===== src/rtl/regfile_pkg.sv =====
// Shared types and helpers for the multi-port register file.
// Holds default widths, the clear-sweep state encoding and the flattened-port slice helper.
package regfile_pkg;

    localparam int unsigned DataWDef = 32;
    localparam int unsigned AddrWDef = 5;

    typedef enum logic {
        StIdle  = 1'b0,
        StSweep = 1'b1
    } state_e;

    // Lowest bit of element idx in a flattened bus of w-bit elements.
    function automatic int unsigned slice_lo(input int unsigned idx, input int unsigned w);
        return idx * w;
    endfunction

endpackage


===== src/rtl/regfile_rdport.sv =====
// One combinational read port: zero-register override, write bypass and pending flag.
module regfile_rdport #(
    parameter int unsigned DATA_W   = 32,
    parameter int unsigned ADDR_W   = 5,
    parameter bit          ZERO_REG = 1'b1,
    parameter bit          BYPASS   = 1'b1
) (
    input  logic [ADDR_W-1:0] raddr_i,
    input  logic [DATA_W-1:0] mem_word_i,
    input  logic              pend_bit_i,
    input  logic              wr_ok_i,
    input  logic [ADDR_W-1:0] wr_addr_i,
    input  logic [DATA_W-1:0] wr_data_i,
    output logic [DATA_W-1:0] rdata_o,
    output logic              rpend_o
);

    logic is_zero;
    logic byp_hit;

    // wr_ok_i already excludes dropped writes and writes during a sweep.
    assign is_zero = ZERO_REG && (raddr_i == '0);
    assign byp_hit = BYPASS && wr_ok_i && (wr_addr_i == raddr_i);

    always_comb begin
        rdata_o = mem_word_i;
        rpend_o = pend_bit_i;
        if (is_zero) begin
            rdata_o = '0;
            rpend_o = 1'b0;
        end else if (byp_hit) begin
            rdata_o = wr_data_i;
            rpend_o = 1'b0;
        end
    end

endmodule


===== src/rtl/regfile_mp.sv =====
// Parametrised multi-read-port register file with write bypass, pending scoreboard
// and a sequenced clear sweep that zeroes one register per cycle.
module regfile_mp
    import regfile_pkg::*;
#(
    parameter int unsigned DATA_W   = DataWDef,
    parameter int unsigned ADDR_W   = AddrWDef,
    parameter int unsigned NUM_RD   = 2,
    parameter bit          ZERO_REG = 1'b1,
    parameter bit          BYPASS   = 1'b1
) (
    input  logic                     clk,
    input  logic                     rst,
    input  logic                     we,
    input  logic [ADDR_W-1:0]        rd,
    input  logic [DATA_W-1:0]        dataIn,
    input  logic [NUM_RD*ADDR_W-1:0] raddr,
    output logic [NUM_RD*DATA_W-1:0] rdata,
    output logic [NUM_RD-1:0]        rpend,
    input  logic                     mark_en,
    input  logic [ADDR_W-1:0]        mark_addr,
    input  logic                     clr_req,
    output logic                     clr_busy,
    output logic                     clr_done
);

    localparam int unsigned DEPTH = 1 << ADDR_W;

    state_e            state_q, state_d;
    logic [ADDR_W-1:0] cnt_q, cnt_d;
    logic [DATA_W-1:0] mem_q [DEPTH];
    logic [DEPTH-1:0]  pend_q, pend_d;

    logic idle;
    logic wr_ok;
    logic mark_ok;

    assign idle    = (state_q == StIdle);
    assign wr_ok   = we && idle && !(ZERO_REG && (rd == '0));
    assign mark_ok = mark_en && idle && !(ZERO_REG && (mark_addr == '0));
    assign clr_busy = (state_q == StSweep);

    always_comb begin
        state_d  = state_q;
        cnt_d    = cnt_q;
        clr_done = 1'b0;
        unique case (state_q)
            StIdle: begin
                if (clr_req) begin
                    state_d = StSweep;
                    cnt_d   = '0;
                end
            end
            StSweep: begin
                // cnt wraps to 0 exactly as the sweep exits.
                cnt_d = cnt_q + 1'b1;
                if (&cnt_q) begin
                    clr_done = 1'b1;
                    state_d  = StIdle;
                end
            end
            default: state_d = StIdle;
        endcase
    end

    always_ff @(posedge clk or negedge rst) begin
        if (!rst) begin
            state_q <= StIdle;
            cnt_q   <= '0;
        end else begin
            state_q <= state_d;
            cnt_q   <= cnt_d;
        end
    end

    // Mark is applied after the write clear so a same-address mark wins.
    always_comb begin
        pend_d = pend_q;
        if (clr_busy) begin
            pend_d[cnt_q] = 1'b0;
        end else begin
            if (wr_ok) pend_d[rd] = 1'b0;
            if (mark_ok) pend_d[mark_addr] = 1'b1;
        end
    end

    always_ff @(posedge clk or negedge rst) begin
        if (!rst) begin
            pend_q <= '0;
        end else begin
            pend_q <= pend_d;
        end
    end

    always_ff @(posedge clk or negedge rst) begin
        if (!rst) begin
            for (int i = 0; i < DEPTH; i++) mem_q[i] <= '0;
        end else if (clr_busy) begin
            mem_q[cnt_q] <= '0;
        end else if (wr_ok) begin
            mem_q[rd] <= dataIn;
        end
    end

    for (genvar i = 0; i < NUM_RD; i++) begin : g_rd
        localparam int unsigned LoA = slice_lo(i, ADDR_W);
        localparam int unsigned LoD = slice_lo(i, DATA_W);

        logic [ADDR_W-1:0] ra;
        assign ra = raddr[LoA +: ADDR_W];

        regfile_rdport #(
            .DATA_W  (DATA_W),
            .ADDR_W  (ADDR_W),
            .ZERO_REG(ZERO_REG),
            .BYPASS  (BYPASS)
        ) u_rdport (
            .raddr_i   (ra),
            .mem_word_i(mem_q[ra]),
            .pend_bit_i(pend_q[ra]),
            .wr_ok_i   (wr_ok),
            .wr_addr_i (rd),
            .wr_data_i (dataIn),
            .rdata_o   (rdata[LoD +: DATA_W]),
            .rpend_o   (rpend[i])
        );
    end

endmodule


===== config.mk =====
export PLATFORM = sky130hd
export DESIGN_NAME = regfile_mp
export DESIGN_NICKNAME = d
export VERILOG_FILES = /design/src/rtl/regfile_pkg.sv /design/src/rtl/regfile_rdport.sv /design/src/rtl/regfile_mp.sv
export SDC_FILE = /design/constraint.sdc
export NUM_CORES = 2
export LEC_CHECK = 0
export ABC_AREA = 1
export BUFFER_PORTS_ARGS = -buffer_cell sky130_fd_sc_hd__buf_4
export CORE_MARGIN = 3
export CORE_UTILIZATION = 25
export CTS_BUF_LIST = sky130_fd_sc_hd__clkbuf_8
export DETAILED_ROUTE_END_ITERATION = 10
export PLACE_DENSITY = 0.49
export SLEW_MARGIN = 5
export SYNTH_ARGS = -nofsm -noshare
export SYNTH_HDL_FRONTEND = slang
export SYNTH_SLANG_ARGS = --single-unit

===== constraint.sdc =====
create_clock -name clk -period 1.7 [get_ports clk]
set_clock_uncertainty 0.1 [all_clocks]
set_input_delay 0.17 -clock clk [delete_from_list [all_inputs] [get_ports clk]]
set_output_delay 0.17 -clock clk [all_outputs]
set_load 0.1 [all_outputs]

==> Word-level counts from Yosys, hierarchy flattened <==
Cells that the tools add are included.
{ "totals": {"out_inout_bits": 68, "ff_bits": 1062, "romBits": 0, "mem_count": 0, "latchBits": 0, "inputBits": 57, "mem_bits_rw": 0, "elab_cells": 126} }
{ "classes": {"add_sub_neg": 1, "div_mod_pow": 0, "mul": 0, "shift": 0, "muxes": 42, "bitwise": 12, "eq_ne": 3, "n_reduce_logical": 19, "order_cmp": 14} }
{ "ops": {"columns": ["op", "count"], "rows": [
  ["$mux 1024", 2],
  ["$and 1024x1024->1024", 1],
  ["$bwmux 1024", 1],
  ["$not 1024->1024", 1],
  ["$mux 32", 14],
  ["$bmux 32 s5", 2],
  ["$demux 32 s5", 2],
  ["$and 32x32->32", 2],
  ["$not 32->32", 2],
  ["$or 32x32->32", 1],
  ["$lt 5x6->1 const B", 5],
  ["$ge 6x6->1 const B", 4],
  ["$not 5->6", 4],
  ["$logic_not 5->1", 4],
  ["$demux 1 s5", 3],
  ["$ge 5x1->1 const B", 3],
  ["$mux 1", 13],
  ["$lt 6x1->1 const B", 2],
  ["$logic_and 1x1->1", 11],
  ["$bmux 1 s5", 2],
  ["$eq 5x5->1", 2],
  ["$pmux 5 s2", 1],
  ["$add 5x1->5 const B", 1],
  ["$mux 5", 1],
  ["other kinds (6)", 7]
]} }

==> Longest topological paths before layout <==
{ "depth": {"word_depth": 11, "depth_mapped": 15, "depth_no_buf": 11} }

==> Modules after synthesis <==
Synthesis repeated with hierarchy kept, for this count alone.
{ "hier_totals": {"cells_unflattened": 9197, "hier_area_um2": 61961.9} }
{ "modules_own_cells": {"columns": ["module", "n_inst", "area_each_um2", "cells_each", "seq_area_each_um2"], "rows": [
  ["regfile_mp", 1, 60390.4, 8793, 26575.5],
  ["regfile_rdport", 2, 785.8, 202, 0.0]
]} }

==> Worst setup path after synthesis <==
No wires, ideal clock.
{ "synth_timing": {"kind": "reg-to-output", "from": "register state_q, in the netlist clr_busy", "to": "output rdata[38]", "slack_ps": -2141, "required_time_ps": 1430, "path_buffers": 2, "stages_incl_launch_ff": 11, "t_arrival_ps": 3571, "cell_sequence": "dfrtp_1 > buf_2 > inv_2 > nand2_2 > inv_1 > nand2_1 > inv_2 > nand2_1 > clkbuf_1 > o21ai_0 > a21oi_1"} }
{ "synth_between": {"elab_chain_cells": 6} }
{ "synth_lines": {"columns": ["item", "line", "source"], "rows": [
  ["start: declaration", "regfile_mp.sv:29", "state_e state_q, state_d;"],
  ["start signal: assignment", "regfile_mp.sv:68", "state_q <= StIdle;"],
  ["start signal: assignment", "regfile_mp.sv:71", "state_q <= state_d;"],
  ["$not 1->1", null, null],
  ["$logic_and 1x1->1 (2 in a row)", "regfile_mp.sv:39", "assign wr_ok = we && idle && !(ZERO_REG && (rd == '0));"],
  ["$logic_and 1x1->1", "regfile_rdport.sv:23", "assign byp_hit = BYPASS && wr_ok_i && (wr_addr_i == raddr_i);"],
  ["$mux 32", "regfile_rdport.sv:31", "end else if (byp_hit) begin"],
  ["$mux 32", "regfile_rdport.sv:28", "if (is_zero) begin"],
  ["end: declaration", "regfile_mp.sv:18", "output logic [NUM_RD*DATA_W-1:0] rdata,"]
]} }
Every way passes these cells.

==> Worst setup path after layout <==
{ "layout_timing": {"from": "register state_q, in the netlist clr_busy", "to": "output rdata[19]"} }
Same word-level chain as after synthesis.

==> impl_metrics.env <==
export IMPL_setup_violations=1124
export IMPL_worst_pin_slew_ps=745
export IMPL_crit_fanout=3
export IMPL_wl_per_cell_um=27.1
export IMPL_ys_types=30
export IMPL_synth_ff_type="dfrtp_1"
export IMPL_reg2regPathDepth=15
export IMPL_port_buffer_count=124
export IMPL_startpoint_type="register"
export IMPL_finalHoldViolations=0
export IMPL_combPwrFrac_pct=33.5
export IMPL_cts_inserted_buffers=199
export IMPL_grt_total_usage_pct=27.1
export IMPL_synth_cells=8174
export IMPL_dr_pass1_iters=6
export IMPL_grt_pass1_wl_mm=487
export IMPL_critPathRequiredTime_ps=1430
export IMPL_peakVddDrop_mv=0.519
export IMPL_num_rows=178
export IMPL_seq_area_frac_synth_pct=44.5
export IMPL_power_internal_uw=53000
export IMPL_final_cell_count_no_fill=12700
export IMPL_max_freq_mhz=316
export IMPL_min_path_type="in2reg"
export IMPL_layout_nets=9501
export IMPL_reg2reg_to="mem_q[623]"
export IMPL_die_height_um=495
export IMPL_gr_total_overflow=0
export IMPL_rsz0062_at_grt="true"
export IMPL_cts_root_buf="clkbuf_8"
export IMPL_period_needed_ps=3160
export IMPL_gp_congestion=0.982
export IMPL_p_sw_uw=30900
export IMPL_drive_gt1_share_pct=25.6
export IMPL_relSlewSlack_pct=50.4
export IMPL_r2r_start="clr_busy"
export IMPL_drt_iter0_drc=9310
export IMPL_hold_start="mark_addr[3]"
export IMPL_antenna_found_initial=18
export IMPL_clock_sinks=1062
export IMPL_synth_area_per_cell_um2=7.30
export IMPL_synth_seq_cells=1062
export IMPL_dpl_cell_area_um2=77800
export IMPL_vias=69600
export IMPL_synth_edf_count=0
export IMPL_clockBufferDepth=3
export IMPL_dieArea_um2=245000
export IMPL_yosysWarnings=0
export IMPL_cts_tree="yes"
export IMPL_stdcell_area_um2=86900
export IMPL_violations="setup timing"
export IMPL_syn_area_um2=59700
export IMPL_status="complete, but fails checks"
export IMPL_powerDensity_nw_per_um2=965
export IMPL_nFillCells=24300
export IMPL_placed_cells=12300
export IMPL_vias_per_cell=5.46
export IMPL_coreArea_um2=236000
export IMPL_whs_ps=89.0
export IMPL_leakage_uw=0.0410
export IMPL_clk_latency_ps=990
export IMPL_ioPinCount=125
export IMPL_power_frac_seq_pct=35.0
export IMPL_grt_max_degree=96
export IMPL_setup_slack_ps=-1460
export IMPL_path_class="reg2out"
export IMPL_grt_pass1_vias=67000
export IMPL_synthArstFlopShare_pct=100
export IMPL_die_w_um=495
export IMPL_finalSetupTns_ps=-492400
export IMPL_syn2layout_area_growth_pct=45.5
export IMPL_start_util_pct=25.3
export IMPL_fin_crit_sh_pct=186
export IMPL_critical_path_arrival_ps=2890
export IMPL_cap_violations=0
export IMPL_reg2reg_slack_ps=-580
export IMPL_drv_slew=0
export IMPL_switching_share_pct=36.8
export IMPL_path_clk_slew_ps=60
export IMPL_hold_depth=5
export IMPL_drc=0
export IMPL_end_kind="output port"
export IMPL_clkPwrFrac_pct=31.5
export IMPL_htreeDepth=4
export IMPL_hpwl_mm=224
export IMPL_startpoint="clr_busy"
export IMPL_syn_nets=8236
export IMPL_worstHoldEndpoint="pend_q[23]"
export IMPL_ant_nets=0
export IMPL_drt_total_wl_mm=345
-- layout by cell type (no fill, tap or decap), drive strengths merged, types with 2 or more instances in the layout --
cell and n:
nand4 5, xnor2 5, bufinv 3, nand2 1865, dlygate4sd3 54, dfrtp 1062, buf 1760, bufbuf 2
nor3 21, nor2 62, nand3 1505, diode 5, or2 12, clkinv 24, o31ai 4, o211ai 267
inv 1053, o22ai 813, clkinvlp 9, a21oi 304, o21ai 485, ha 5, clkbuf 266
-- worst max-delay path: stages, from the launching register on --
cell and delay [ps]:
dfrtp_4 430, inv_6 50, nand2_4 70, inv_2 40, nand2_2 60, inv_2 50
buf_6 120, buf_6 120, a21boi_4 210, buf_6 160, buf_6 100, nand3_4 130
nand2_4 160, buf_12 180
-- flip-flops by register name, summed over array words and instances, names as in the netlist --
| name | flops |
|---|---|
| clr_busy | 1 |
| cnt_q | 5 |
| mem_q | 1024 |
| pend_q | 32 |
-- through the flow --
stage,total power [µW],worst slack (ps),utilization [%]
2_1_floorplan,40900,-668,-
3_3_place_gp,54000,-1300,32.9
3_5_place_dp,54300,-1240,32.9
4_1_cts,82800,-1510,36.3
5_1_grt,86900,-1510,36.8
6_report,83900,-1460,36.8
-- per-layer routing --
metal | GRT usage [%] | vias up | share of wire (%) | wire [µm]
met1 | 34.9 | 34200 | 39 | 136000
met4 | 17.8 | 4 | 7.5 | 25800
met3 | 6.11 | 1051 | 9.8 | 33900
li1 | - | 30200 | - | -
met2 | 40.8 | 4175 | 43 | 150000
met5 | 0 | - | 0.0078 | 27
-- timing repair --
item                                   in CTS  in global routing
buffers inserted                           47                 12
endpoints found under the hold margin    2091                  0
pin swaps                                  34                 39
cloned                                     26                  9
gates resized for setup                   473                208
hold buffers                               55                  0
setup endpoints to repair                1125               1124
-- logic make-up after synthesis --
kind of cell | share of synthesized area, %
AO/OA/AOI/OAI | 18.6
XOR/XNOR | 0.0880
adder cells (fa/ha/maj) | 0.105
buffers and inverters | 11.5
flip-flops | 44.5
AND/OR/NAND/NOR | 25.2
-- cells in the mapped netlist, types with 2 or more instances --
cell	count	area (µm²)
clkbuf_1	429	1610
o31ai_1	4	30.0
or2_2	12	75.1
xnor2_1	5	43.8
nor2_1	62	233
a21oi_1	304	1520
o22ai_1	813	5090
inv_2	8	30.0
buf_1	95	357
nor3_2	6	60.1
buf_4	3	22.5
o211ai_1	267	2000
nand2_2	2	12.5
inv_1	979	3670
nand4_1	5	31.3
ha_1	5	62.6
buf_2	234	1170
o21ai_1	4	20.0
nand3_1	1505	7530
nand2_1	1863	6990
clkinv_1	5	18.8
nor3_1	15	75.1
o21ai_0	481	2410
dfrtp_1	1062	26600
-- layout make-up --
| class | count | area (µm²) | area share (%) |
|---|---|---|---|
| Multi-Input combinational cell | 5359 | 29000 | 33.4 |
| Inverter | 992 | 3800 | 4.38 |
| Sequential cell | 1062 | 26600 | 30.6 |
| Antenna cell | 5 | 12.5 | 0.0144 |
| Tap cell | 3150 | 3940 | 4.54 |
| Clock buffer | 257 | 3540 | 4.07 |
| Clock inverter | 97 | 541 | 0.622 |
| Timing Repair Buffer | 1825 | 19500 | 22.4 |
-- how the worst max path moves through the flow --
stage                           end  slack (ps)  depth (start not counted)
after floorplan            rdata[0]        -670                         10
after CTS                 rdata[46]       -1510                         13
after detailed placement  rdata[19]       -1240                         12
after global placement    rdata[20]       -1300                         12
final                     rdata[19]       -1460                         13
after global routing      rdata[46]       -1510                         13
-- power groups by stage --
stage          registers, µW  clock network (µW)  logic, µW
2_1_floorplan          29400                   0      11500
3_3_place_gp           29700                   0      24400
3_5_place_dp           29700                   0      24600
4_1_cts                29300               26800      26700
5_1_grt                29600               27800      29500
6_report               29300               26400      28100
Note: power is estimated with default switching activity, not from simulation.
